[src/rtl/mux8_scan_sequencer.sv]
// mux8_scan_sequencer: walks an external 8:1 mux through channels 0..7,
// holds each select for a programmable settle time, samples the mux output
// and presents the eight samples as one word with a single-cycle valid.
module mux8_scan_sequencer #(
    parameter int SETTLE_CYCLES = 2,
    parameter int CNT_W         = 4
) (
    input  logic       clk,
    input  logic       rst_n,
    input  logic       start,
    input  logic       cont,
    input  logic       abort,
    input  logic       mux_y,
    output logic [2:0] sel,
    output logic       busy,
    output logic       valid,
    output logic [7:0] data
);

    typedef enum logic [1:0] {
        IDLE   = 2'd0,
        SETTLE = 2'd1,
        SAMPLE = 2'd2,
        DONE   = 2'd3
    } state_t;

    // Terminal settle count: SETTLE spans counts 0..SETTLE_CYCLES-1.
    localparam logic [CNT_W-1:0] CNT_LAST = CNT_W'(SETTLE_CYCLES - 1);

    state_t           state, state_nxt;
    logic [CNT_W-1:0] cnt, cnt_nxt;
    logic [2:0]       sel_nxt;
    logic             busy_nxt;
    logic             valid_nxt;
    logic [7:0]       data_nxt;

    // State and all registered outputs; asynchronous reset clears everything.
    always_ff @(posedge clk or negedge rst_n) begin
        if (!rst_n) begin
            state <= IDLE;
            cnt   <= '0;
            sel   <= 3'd0;
            busy  <= 1'b0;
            valid <= 1'b0;
            data  <= 8'h00;
        end else begin
            state <= state_nxt;
            cnt   <= cnt_nxt;
            sel   <= sel_nxt;
            busy  <= busy_nxt;
            valid <= valid_nxt;
            data  <= data_nxt;
        end
    end

    // Next-state and next-output logic; abort overrides every other path.
    always_comb begin
        state_nxt = state;
        cnt_nxt   = cnt;
        sel_nxt   = sel;
        busy_nxt  = busy;
        valid_nxt = 1'b0;
        data_nxt  = data;

        case (state)
            IDLE: begin
                if (start) begin
                    state_nxt = SETTLE;
                    sel_nxt   = 3'd0;
                    cnt_nxt   = '0;
                    busy_nxt  = 1'b1;
                end
            end
            SETTLE: begin
                cnt_nxt = cnt + CNT_W'(1);
                if (cnt == CNT_LAST) begin
                    state_nxt = SAMPLE;
                end
            end
            SAMPLE: begin
                // sel is stable here; it only moves on the edge leaving SAMPLE.
                data_nxt[sel] = mux_y;
                if (sel != 3'd7) begin
                    sel_nxt   = sel + 3'd1;
                    cnt_nxt   = '0;
                    state_nxt = SETTLE;
                end else begin
                    state_nxt = DONE;
                    valid_nxt = 1'b1;
                    busy_nxt  = 1'b0;
                end
            end
            DONE: begin
                if (cont) begin
                    state_nxt = SETTLE;
                    sel_nxt   = 3'd0;
                    cnt_nxt   = '0;
                    busy_nxt  = 1'b1;
                end else begin
                    state_nxt = IDLE;
                end
            end
            default: begin
                state_nxt = IDLE;
                busy_nxt  = 1'b0;
            end
        endcase

        // Abort drops the scan; bits already captured are left in data.
        if (abort && (state != IDLE)) begin
            state_nxt = IDLE;
            sel_nxt   = 3'd0;
            cnt_nxt   = '0;
            busy_nxt  = 1'b0;
            valid_nxt = 1'b0;
            data_nxt  = data;
        end else if (abort) begin
            state_nxt = IDLE;
            sel_nxt   = sel;
            cnt_nxt   = cnt;
            busy_nxt  = busy;
        end
    end

endmodule

[config.mk]
export PLATFORM = sky130hd
export DESIGN_NAME = mux8_scan_sequencer
export DESIGN_NICKNAME = d
export VERILOG_FILES = /design/src/rtl/mux8_scan_sequencer.sv
export SDC_FILE = /design/constraint.sdc
export NUM_CORES = 1
export LEC_CHECK = 0
export ABC_CLOCK_PERIOD_IN_PS = 2300
export CAP_MARGIN = 20
export CORE_MARGIN = 5
export CORE_UTILIZATION = 25
export CTS_BUF_LIST = sky130_fd_sc_hd__clkbuf_4 sky130_fd_sc_hd__clkbuf_8
export CTS_CLUSTER_DIAMETER = 100
export CTS_CLUSTER_SIZE = 30
export DETAILED_ROUTE_END_ITERATION = 6
export DONT_BUFFER_PORTS = 1
export PLACE_DENSITY = 0.35
export SYNTH_ARGS = -nofsm -noshare
export SYNTH_HDL_FRONTEND = slang
export SYNTH_SLANG_ARGS = --single-unit
[constraint.sdc]
create_clock -name clk -period 2.3 [get_ports clk]
set_input_delay 0.115 -clock clk [delete_from_list [all_inputs] [get_ports clk]]
set_output_delay 0.115 -clock clk [all_outputs]
set_load 0.02 [all_outputs]
==> results of run 1 <==
per-layer routing:
metal	up-vias	wire, um	global-route usage [%]
li1	373	-	-
met1	374	1060	9.80
met2	29	1000	11.4
met3	6	193	3.66
met4	0	40	3.74
met5	-	0	0
logic make-up after synthesis:
| family | synth area share, % |
|---|---|
| fa+ha+maj | 10.3 |
| compound gates | 14.5 |
| flops | 43.6 |
| mux | 10.2 |
| simple gates | 16.8 |
| buf+inv | 4.59 |
through the flow:
step	power [uW]	instance area, um^2	hold WS (ps)	setup slack (ps)
3_5_place_dp	864	1150	-180	345
3_3_place_gp	866	1150	-180	396
6_report	1110	1230	6.81	358
2_1_floorplan	773	1090	-181	504
4_1_cts	1120	1220	2.20	348
5_1_grt	1190	1230	2.83	187
placed cells by master, fill, tap and decap left out, types with 3 or more instances in the layout:
cell and count:
buf_4 3, clkbuf_8 3, dfrtp_1 19, dlygate4sd3_1 3
ha_1 9, inv_1 7, mux2_2 9, nand2_1 7
nor2_1 4
flip-flops by register name, summed over array words and instances (netlist names):
name / count
sel: 3
valid: 1
busy: 1
data: 8
cnt: 4
state: 2
path summary, 6_finish.rpt:
check / from / end / cells past startpoint
setup / recovery: state[0]$_DFFE_PN0P_ / data[2]$_DFFE_PN0P_ / 6
hold / removal: mux_y / data[3]$_DFFE_PN0P_ / 1
setup reg to reg: state[0]$_DFFE_PN0P_ / data[2]$_DFFE_PN0P_ / 6
hold reg to reg: cnt[3]$_DFFE_PN0P_ / cnt[3]$_DFFE_PN0P_ / 2
max in group asynchronous: rst_n / state[0]$_DFFE_PN0P_ / 1
min in group asynchronous: rst_n / valid$_DFF_PN0_ / 1
final cells by class:
cell class | instances | area share (%)
multi-input cells | 68 | 45.8
flip-flops and latches | 19 | 38.6
well taps | 52 | 5.28
repair buffers | 6 | 4.26
clock buffers | 4 | 3.96
inverters | 7 | 2.13
power by group through the flow:
stage | clock network (uW) | logic [uW] | registers [uW]
after global routing | 266 | 460 | 468
after floorplan | 0 | 310 | 464
after detailed placement | 0 | 398 | 467
after global placement | 0 | 401 | 465
final | 243 | 410 | 459
after CTS | 253 | 410 | 460
critical path: stages, from the launching register on:
cell,delay [ps]
dfrtp_1,440
inv_1,170
ha_1,180
nand2b_2,170
nand2_1,170
nor4b_1,330
mux2_2,370
==> impl_metrics.toml, run 1 <==
[sta]
relSlewSlack_pct = 40.4
maxSlewViolCount = 0
setup_tns_ps = 0
setup_viol = 0
worst_slew_pin_slew_ps = 892
fmax_mhz = 515
hold_violations = 0
period_needed_ps = 1940
fin_crit_sh_pct = 84.4
fin_skew_ps = 2.72
rsz0062_at_grt = "false"

[worst_hold_path]
holdCritPathClass = "input port to register"

[cells_and_area]
syn_to_final_growth_pct = 13.1
drive_gt1_share_pct = 19.2
nets = 120
insertedDiodeCount = 0
postLayoutCoreUtil_pct = 28.7
multi_input_area_um2 = 564
nFillCells = 452
fin_cells = 156
regArea_um2 = 475

[setup_path]
cp.required_ps = 2440
arrival_ps = 2080
critPathMaxFanout = 6
end_kind = "register"
r2r_slack_ps = 360
critPathKind = "register to register"
crit_path_start_kind = "register"

[clock_tree]
hold_buffers = 2
cts_tree = "done"
htreeDepth = 1
clock_latency_ps = 250
clockRootBuffer = "clkbuf_8"
cts_max_path_buffers = 2
cts_setup_buffers = 0
cts_resized = 0
cts_made_buffers = 3
cts_sinks = 19
clkSlewWorstSetupHoldPaths_ps = 70

[pwr]
p_seq_share_pct = 41.3
switching_share_pct = 37.5
p_switching_uw = 417
p_clk_share_pct = 21.8
peakVddDrop_uv = 342
leakage_uw = 0.000545
internal_power_uw = 695
cellPowerDensity_mw_per_mm2 = 902
combPwrFrac_pct = 36.9

[global_route]
grt_pass1_wl_um = 3740
grt_util_all_layers_pct = 7.87
overflow = 0
antenna_found_initial = 0
grt_pass1_vias = 772
grt_max_degree = 20

[synthesis]
synthFlopType = "dfrtp_1"
synthesis.nets = 113
syn_inst = 98
yosysUniqueCellTypes = 38
synth.most_common_cell = "dfrtp_1"
synth_warnings = 0
synthTopCellsByCount = "dfrtp_1 (19), ha_1 (9), mux2_2 (9)"
synthArstFlopShare_pct = 100
synth_area_mm2 = 0.00109
synthTopCellsByArea = "dfrtp_1 (44%), ha_1 (10%), mux2_2 (9.3%)"
synth_top_area_share_pct = 43.6
syn_avg_cell_area_um2 = 11.1
synth-seq-cells = 19
yosysTopAreaCell = "dfrtp_1"
synth_edf_count = 0
yosysSeqAreaShare_pct = 43.6

[route]
drt_iter0_drc = 27
postRouteAntennaNets = 0
dr.pass1.iters = 4
drc_errors = 0
drt-wirelength-per-cell_um = 14.7
drt_wl_total_um = 2290
num_vias = 782
viasPerCell = 5.01

[placement]
place.gp.congestion = 0.747
dpl.hpwl_um = 1710
numPortBuffers = 0
placed_cells = 149

[die]
ios = 19
fp.dieArea_mm2 = 0.00578
num_rows = 24
die_w_um = 76.0
die_height_um = 76.0
core_mm2 = 0.00429
initial_utilization_pct = 25.4

[job]
maxCapViolations = 0

[run_status]
run_status = "finished, final reports clean"
No activity file was read; power rests on OpenSTA's default activity.
==> run 2, diff against run 1 <==
--- a/config.mk
+++ b/config.mk
@@ -5,7 +5,7 @@
 export SDC_FILE = /design/constraint.sdc
 export NUM_CORES = 1
 export LEC_CHECK = 0
-export ABC_CLOCK_PERIOD_IN_PS = 2300
+export ABC_CLOCK_PERIOD_IN_PS = 1800
 export CAP_MARGIN = 20
 export CORE_MARGIN = 5
 export CORE_UTILIZATION = 25
==> constraint.sdc (replaced) <==
create_clock -name clk -period 1.8 [get_ports clk]
set_input_delay 0.09 -clock clk [delete_from_list [all_inputs] [get_ports clk]]
set_output_delay 0.09 -clock clk [all_outputs]
set_load 0.02 [all_outputs]
==> impl_metrics.toml, run 2 (synthesis gave the netlist of run 1 again) <==
[global_route]
grt_use_met2_pct = 13.2
overflow = 0
grtUsageMet1_pct = 11.5
top_usage_layer = "met2"
grt_util_all_layers_pct = 8.84
grt_max_degree = 20
grt_util_met3_pct = 2.72
antenna_found_initial = 0
grt_pass1_vias = 835
grt_pass1_wl_um = 4160

[cells_and_area]
multi_input_area_um2 = 624
regArea_um2 = 475
nets = 135
insertedDiodeCount = 0
mostFrequentLayoutCell = "dfrtp_1"
drive_gt1_share_pct = 35.3
largest_reg_flops = 8
postLayoutCoreUtil_pct = 32.7
largest-register = "data"
nFillCells = 453
stdcell_area_mm2 = 0.00141
syn_to_final_growth_pct = 28.9
top_regs = "data x8, cnt x4, sel x3"
layout_common_cells = "dfrtp_1 (19), buf_4 (18), mux2_2 (9), ha_1 (9), inv_1 (7)"

[pwr]
leakage_uw = 0.000625
internal_power_uw = 1060
p_seq_share_pct = 33.6
switching_share_pct = 37.2
combPwrFrac_pct = 47.8
cellPowerDensity_mw_per_mm2 = 1200
total_power_uw = 1690
p_clk_share_pct = 18.6
peakVddDrop_uv = 446
p_switching_uw = 629

[clock_tree]
cts_max_path_buffers = 2
clockRootBuffer = "clkbuf_8"
clkSlewWorstSetupHoldPaths_ps = 70
cts_sinks = 19
cts_made_buffers = 3
htreeDepth = 1
clock_latency_ps = 260
cts_tree = "done"

[setup_path]
cp_slowest_cell = "dfrtp_1"
end_kind = "register"
critPathKind = "register to register"
arrival_ps = 1870
slowest_delay_ps = 400
r2r_slack_ps = 60
critPathMaxFanout = 8
timing.rr.start = "state[0]$_DFFE_PN0P_"
cp.required_ps = 1930
cp_cell_sequence = "ha_1, nor3b_1, a21o_2, buf_4, a311oi_1, o32ai_2"
reg2reg_to = "cnt[3]$_DFFE_PN0P_"
r2r_cells = 6
crit_path_start_kind = "register"

[placement]
numPortBuffers = 0
place.gp.congestion = 0.744
dpl.hpwl_um = 1860
pre_cts_slack_ps = -10.4
placed_cell_area_mm2 = 0.00123

[die]
die_w_um = 76.0
die_height_um = 76.0
core_mm2 = 0.00429
initial_utilization_pct = 25.4
ios = 19
num_rows = 24
fp.dieArea_mm2 = 0.00578

[sta]
fmax_mhz = 574
period_needed_ps = 1740
fin_crit_sh_pct = 96.9
hold_violations = 0
worst_slew_pin_slew_ps = 915
relSlewSlack_pct = 38.8
maxSlewViolCount = 0
whs_ps = 77.0
setup_ws_ps = 56.4
setup_viol = 0
fin_skew_ps = 1.07

[route]
drc_errors = 0
viasPerCell = 4.87
postRouteAntennaNets = 0
drt_wl_total_um = 2530
num_vias = 833
dr.pass1.iters = 2
drt_iter0_drc = 24
drt-wirelength-per-cell_um = 14.8

[run_status]
run_status = "finished, final reports clean"

[worst_hold_path]
hold_path.startpoint = "abort"
holdCritPathClass = "input port to register"
holdPathStages = 2
min_to = "state[1]$_DFFE_PN0P_"

[job]
maxCapViolations = 0
-- run 2: layer usage --
layer	routed length [um]	vias to the layer above
li1	-	405
met5	0	-
met4	31	0
met3	174	4
met1	1120	408
met2	1200	16
-- run 2: critical path, delay by kind of cell, from the launching register on --
family	cells	cell delay (ps)
AO/OA/AOI/OAI	3	710
buffers and inverters	1	140
AND/OR/NAND/NOR	1	140
flip-flops	1	400
adder cells (fa/ha/maj)	1	220
-- run 2: power groups by stage --
stage | Sequential (uW) | Combinational, uW | Clock (uW)
floorplan | 593 | 395 | 0
global placement | 578 | 655 | 0
detailed placement | 579 | 653 | 0
CTS | 571 | 676 | 330
global route | 576 | 885 | 341
finish | 568 | 807 | 315
-- run 2: layout make-up --
type	count	area share [%]
Clock buffer	4	3.47
Timing Repair Buffer	21	11.8
Tap cell	52	4.63
Multi-Input combinational cell	68	44.4
Inverter	7	1.87
Sequential cell	19	33.8
-- run 2: stage by stage --
stage          TNS, ps  std cells
3_5_place_dp     -10.4        159
3_3_place_gp         0        159
5_1_grt          -34.3        171
2_1_floorplan        0         98
4_1_cts              0        166
6_report             0        171
-- run 2: how the worst max path moves through the flow --
stage,startpoint,slack [ps],endpoint
6_report,state[0]$_DFFE_PN0P_,60,cnt[3]$_DFFE_PN0P_
3_3_place_gp,state[0]$_DFFE_PN0P_,20,data[2]$_DFFE_PN0P_
4_1_cts,state[0]$_DFFE_PN0P_,5,data[4]$_DFFE_PN0P_
2_1_floorplan,sel[0]$_DFFE_PN0P_,4,sel[0]$_DFFE_PN0P_
3_5_place_dp,state[0]$_DFFE_PN0P_,-10,data[2]$_DFFE_PN0P_
5_1_grt,state[0]$_DFFE_PN0P_,-30,cnt[3]$_DFFE_PN0P_
-- run 2: timing repair --
action	CTS	global route
setup endpoints to repair	1	10
endpoints found under the hold margin	28	0
setup buffers	0	5
hold buffers	3	0
gates resized for setup	1	9
==> run 3, diff against run 2 <==
==> config.mk (replaced) <==
export PLATFORM = sky130hd
export DESIGN_NAME = mux8_scan_sequencer
export DESIGN_NICKNAME = d
export VERILOG_FILES = /design/src/rtl/mux8_scan_sequencer.sv
export SDC_FILE = /design/constraint.sdc
export NUM_CORES = 1
export LEC_CHECK = 0
export ABC_CLOCK_PERIOD_IN_PS = 2000
export CAP_MARGIN = 20
export CORE_MARGIN = 5
export CORE_UTILIZATION = 45
export CTS_BUF_LIST = sky130_fd_sc_hd__clkbuf_4 sky130_fd_sc_hd__clkbuf_8
export CTS_CLUSTER_DIAMETER = 100
export CTS_CLUSTER_SIZE = 30
export DETAILED_ROUTE_END_ITERATION = 6
export DONT_BUFFER_PORTS = 1
export PLACE_DENSITY = 0.57
export SYNTH_ARGS = -nofsm -noshare
export SYNTH_HDL_FRONTEND = slang
export SYNTH_SLANG_ARGS = --single-unit
==> constraint.sdc (replaced) <==
create_clock -name clk -period 2 [get_ports clk]
set_input_delay 0.1 -clock clk [delete_from_list [all_inputs] [get_ports clk]]
set_output_delay 0.1 -clock clk [all_outputs]
set_load 0.02 [all_outputs]
==> impl_metrics.toml, run 3 (synthesis gave the netlist of run 1 again) <==
[global_route]
grt_pass1_wl_um = 3470
overflow = 0
grt_util_all_layers_pct = 12.9
grt_max_degree = 20
grt_pass1_vias = 762
antenna_found_initial = 0

[die]
ios = 19
die_w_um = 59.2
initial_utilization_pct = 48.3
core_mm2 = 0.00225
num_rows = 17
die_height_um = 59.2
fp.dieArea_mm2 = 0.00351

[sta]
worst_slew_pin_slew_ps = 855
setup_tns_ps = 0
fin_skew_ps = 2.35
fin_crit_sh_pct = 91.3
hold_violations = 0
maxSlewViolCount = 0
fmax_mhz = 548
setup_viol = 0
period_needed_ps = 1830
relSlewSlack_pct = 42.8
setup_ws_ps = 174
rsz0062_at_grt = "false"

[setup_path]
slowest_delay_ps = 450
critPathBufInv = 1
crit_family = "simple AND/OR/NAND/NOR gates"
critPathKind = "register to register"
cp_slowest_cell = "dfrtp_1"
r2r_slack_ps = 170
crit_path_start_kind = "register"
cp.required_ps = 2200
arrival_ps = 2020
end_kind = "register"
critPathMaxFanout = 7
cp_cell_sequence = "inv_1, ha_1, nand2b_2, nor2b_4, or2_4, o32ai_1"
timing.rr.start = "state[0]$_DFFE_PN0P_"
critPathLaunch = "state[0]$_DFFE_PN0P_"

[clock_tree]
clockRootBuffer = "clkbuf_4"
cts_tree = "done"
clock_latency_ps = 290
cts_sinks = 19
htreeDepth = 1
clkSlewWorstSetupHoldPaths_ps = 100
cts_max_path_buffers = 2
cts_made_buffers = 3

[route]
viasPerCell = 5.67
num_vias = 748
drt-wirelength-per-cell_um = 14.8
postRouteAntennaNets = 0
drt_wl_total_um = 1960
dr.pass1.iters = 4
drc_errors = 0
drt_iter0_drc = 7

[placement]
pre_cts_slack_ps = 91.0
dpl.hpwl_um = 1470
place.gp.congestion = 0.739
numPortBuffers = 0

[cells_and_area]
nets = 120
largest-register = "data"
layout_common_cells = "dfrtp_1 (19), mux2_2 (9), ha_1 (9)"
nFillCells = 223
largest_reg_flops = 8
drive_gt1_share_pct = 22.1
top_regs = "data x8, cnt x4, sel x3"
syn_to_final_growth_pct = 9.76
insertedDiodeCount = 0
mostFrequentLayoutCell = "dfrtp_1"

[pwr]
peakVddDrop_uv = 566
total_power_uw = 1180
leakage_uw = 0.000538
cellPowerDensity_mw_per_mm2 = 990

[run_status]
run_status = "finished, final reports clean"

[worst_hold_path]
holdCritPathClass = "input port to register"
hold_path.startpoint = "abort"

[job]
maxCapViolations = 0
## run 3: worst paths after layout
kind | endpoint | cells past startpoint
min reg2reg | cnt[3]$_DFFE_PN0P_ | 2
min in group asynchronous | valid$_DFF_PN0_ | 1
min | state[1]$_DFFE_PN0P_ | 2
max reg2reg | cnt[3]$_DFFE_PN0P_ | 6
max | cnt[3]$_DFFE_PN0P_ | 6
max in group asynchronous | sel[2]$_DFFE_PN0P_ | 1
## run 3: layout make-up
cell class / instances / area (um^2) / area share [%]
multi-input cells: 68 / 579 / 48.4
inverters: 7 / 26.3 / 2.20
flip-flops and latches: 19 / 475 / 39.7
clock inverters: 1 / 5.00 / 0.418
well taps: 28 / 35.0 / 2.93
repair buffers: 6 / 52.6 / 4.39
clock buffers: 3 / 22.5 / 1.88
## run 3: layer usage
layer,track usage [%],share of wire (%),vias to the layer above
met4,5.83,0.77,0
met3,3.92,5.5,2
met2,19.3,47,17
met5,0,0,-
li1,-,-,379
met1,16.9,47,350
## run 3: repair_timing
action                     in CTS  in global routing
setup endpoints to repair       0                  4
hold endpoints to repair       28                  0
hold buffers                    3                  0
buffers inserted                0                  0
gates resized for setup         0                  3
## run 3: power breakdown
group	internal, uW	leakage (uW)	switching (uW)
Combinational	203	0.000263	266
Sequential	441	0.000257	84.1
Clock	74.4	0.0000177	115
## run 3: stage by stage
step	hold slack (ps)	utilization [%]	cell area, um^2	cells
global placement	-195	49.8	1120	125
floorplan	-196	-	1090	98
finish	48.2	53.1	1200	132
detailed placement	-195	49.8	1120	125
CTS	36.8	52.4	1180	132
global route	27.8	53.1	1200	132
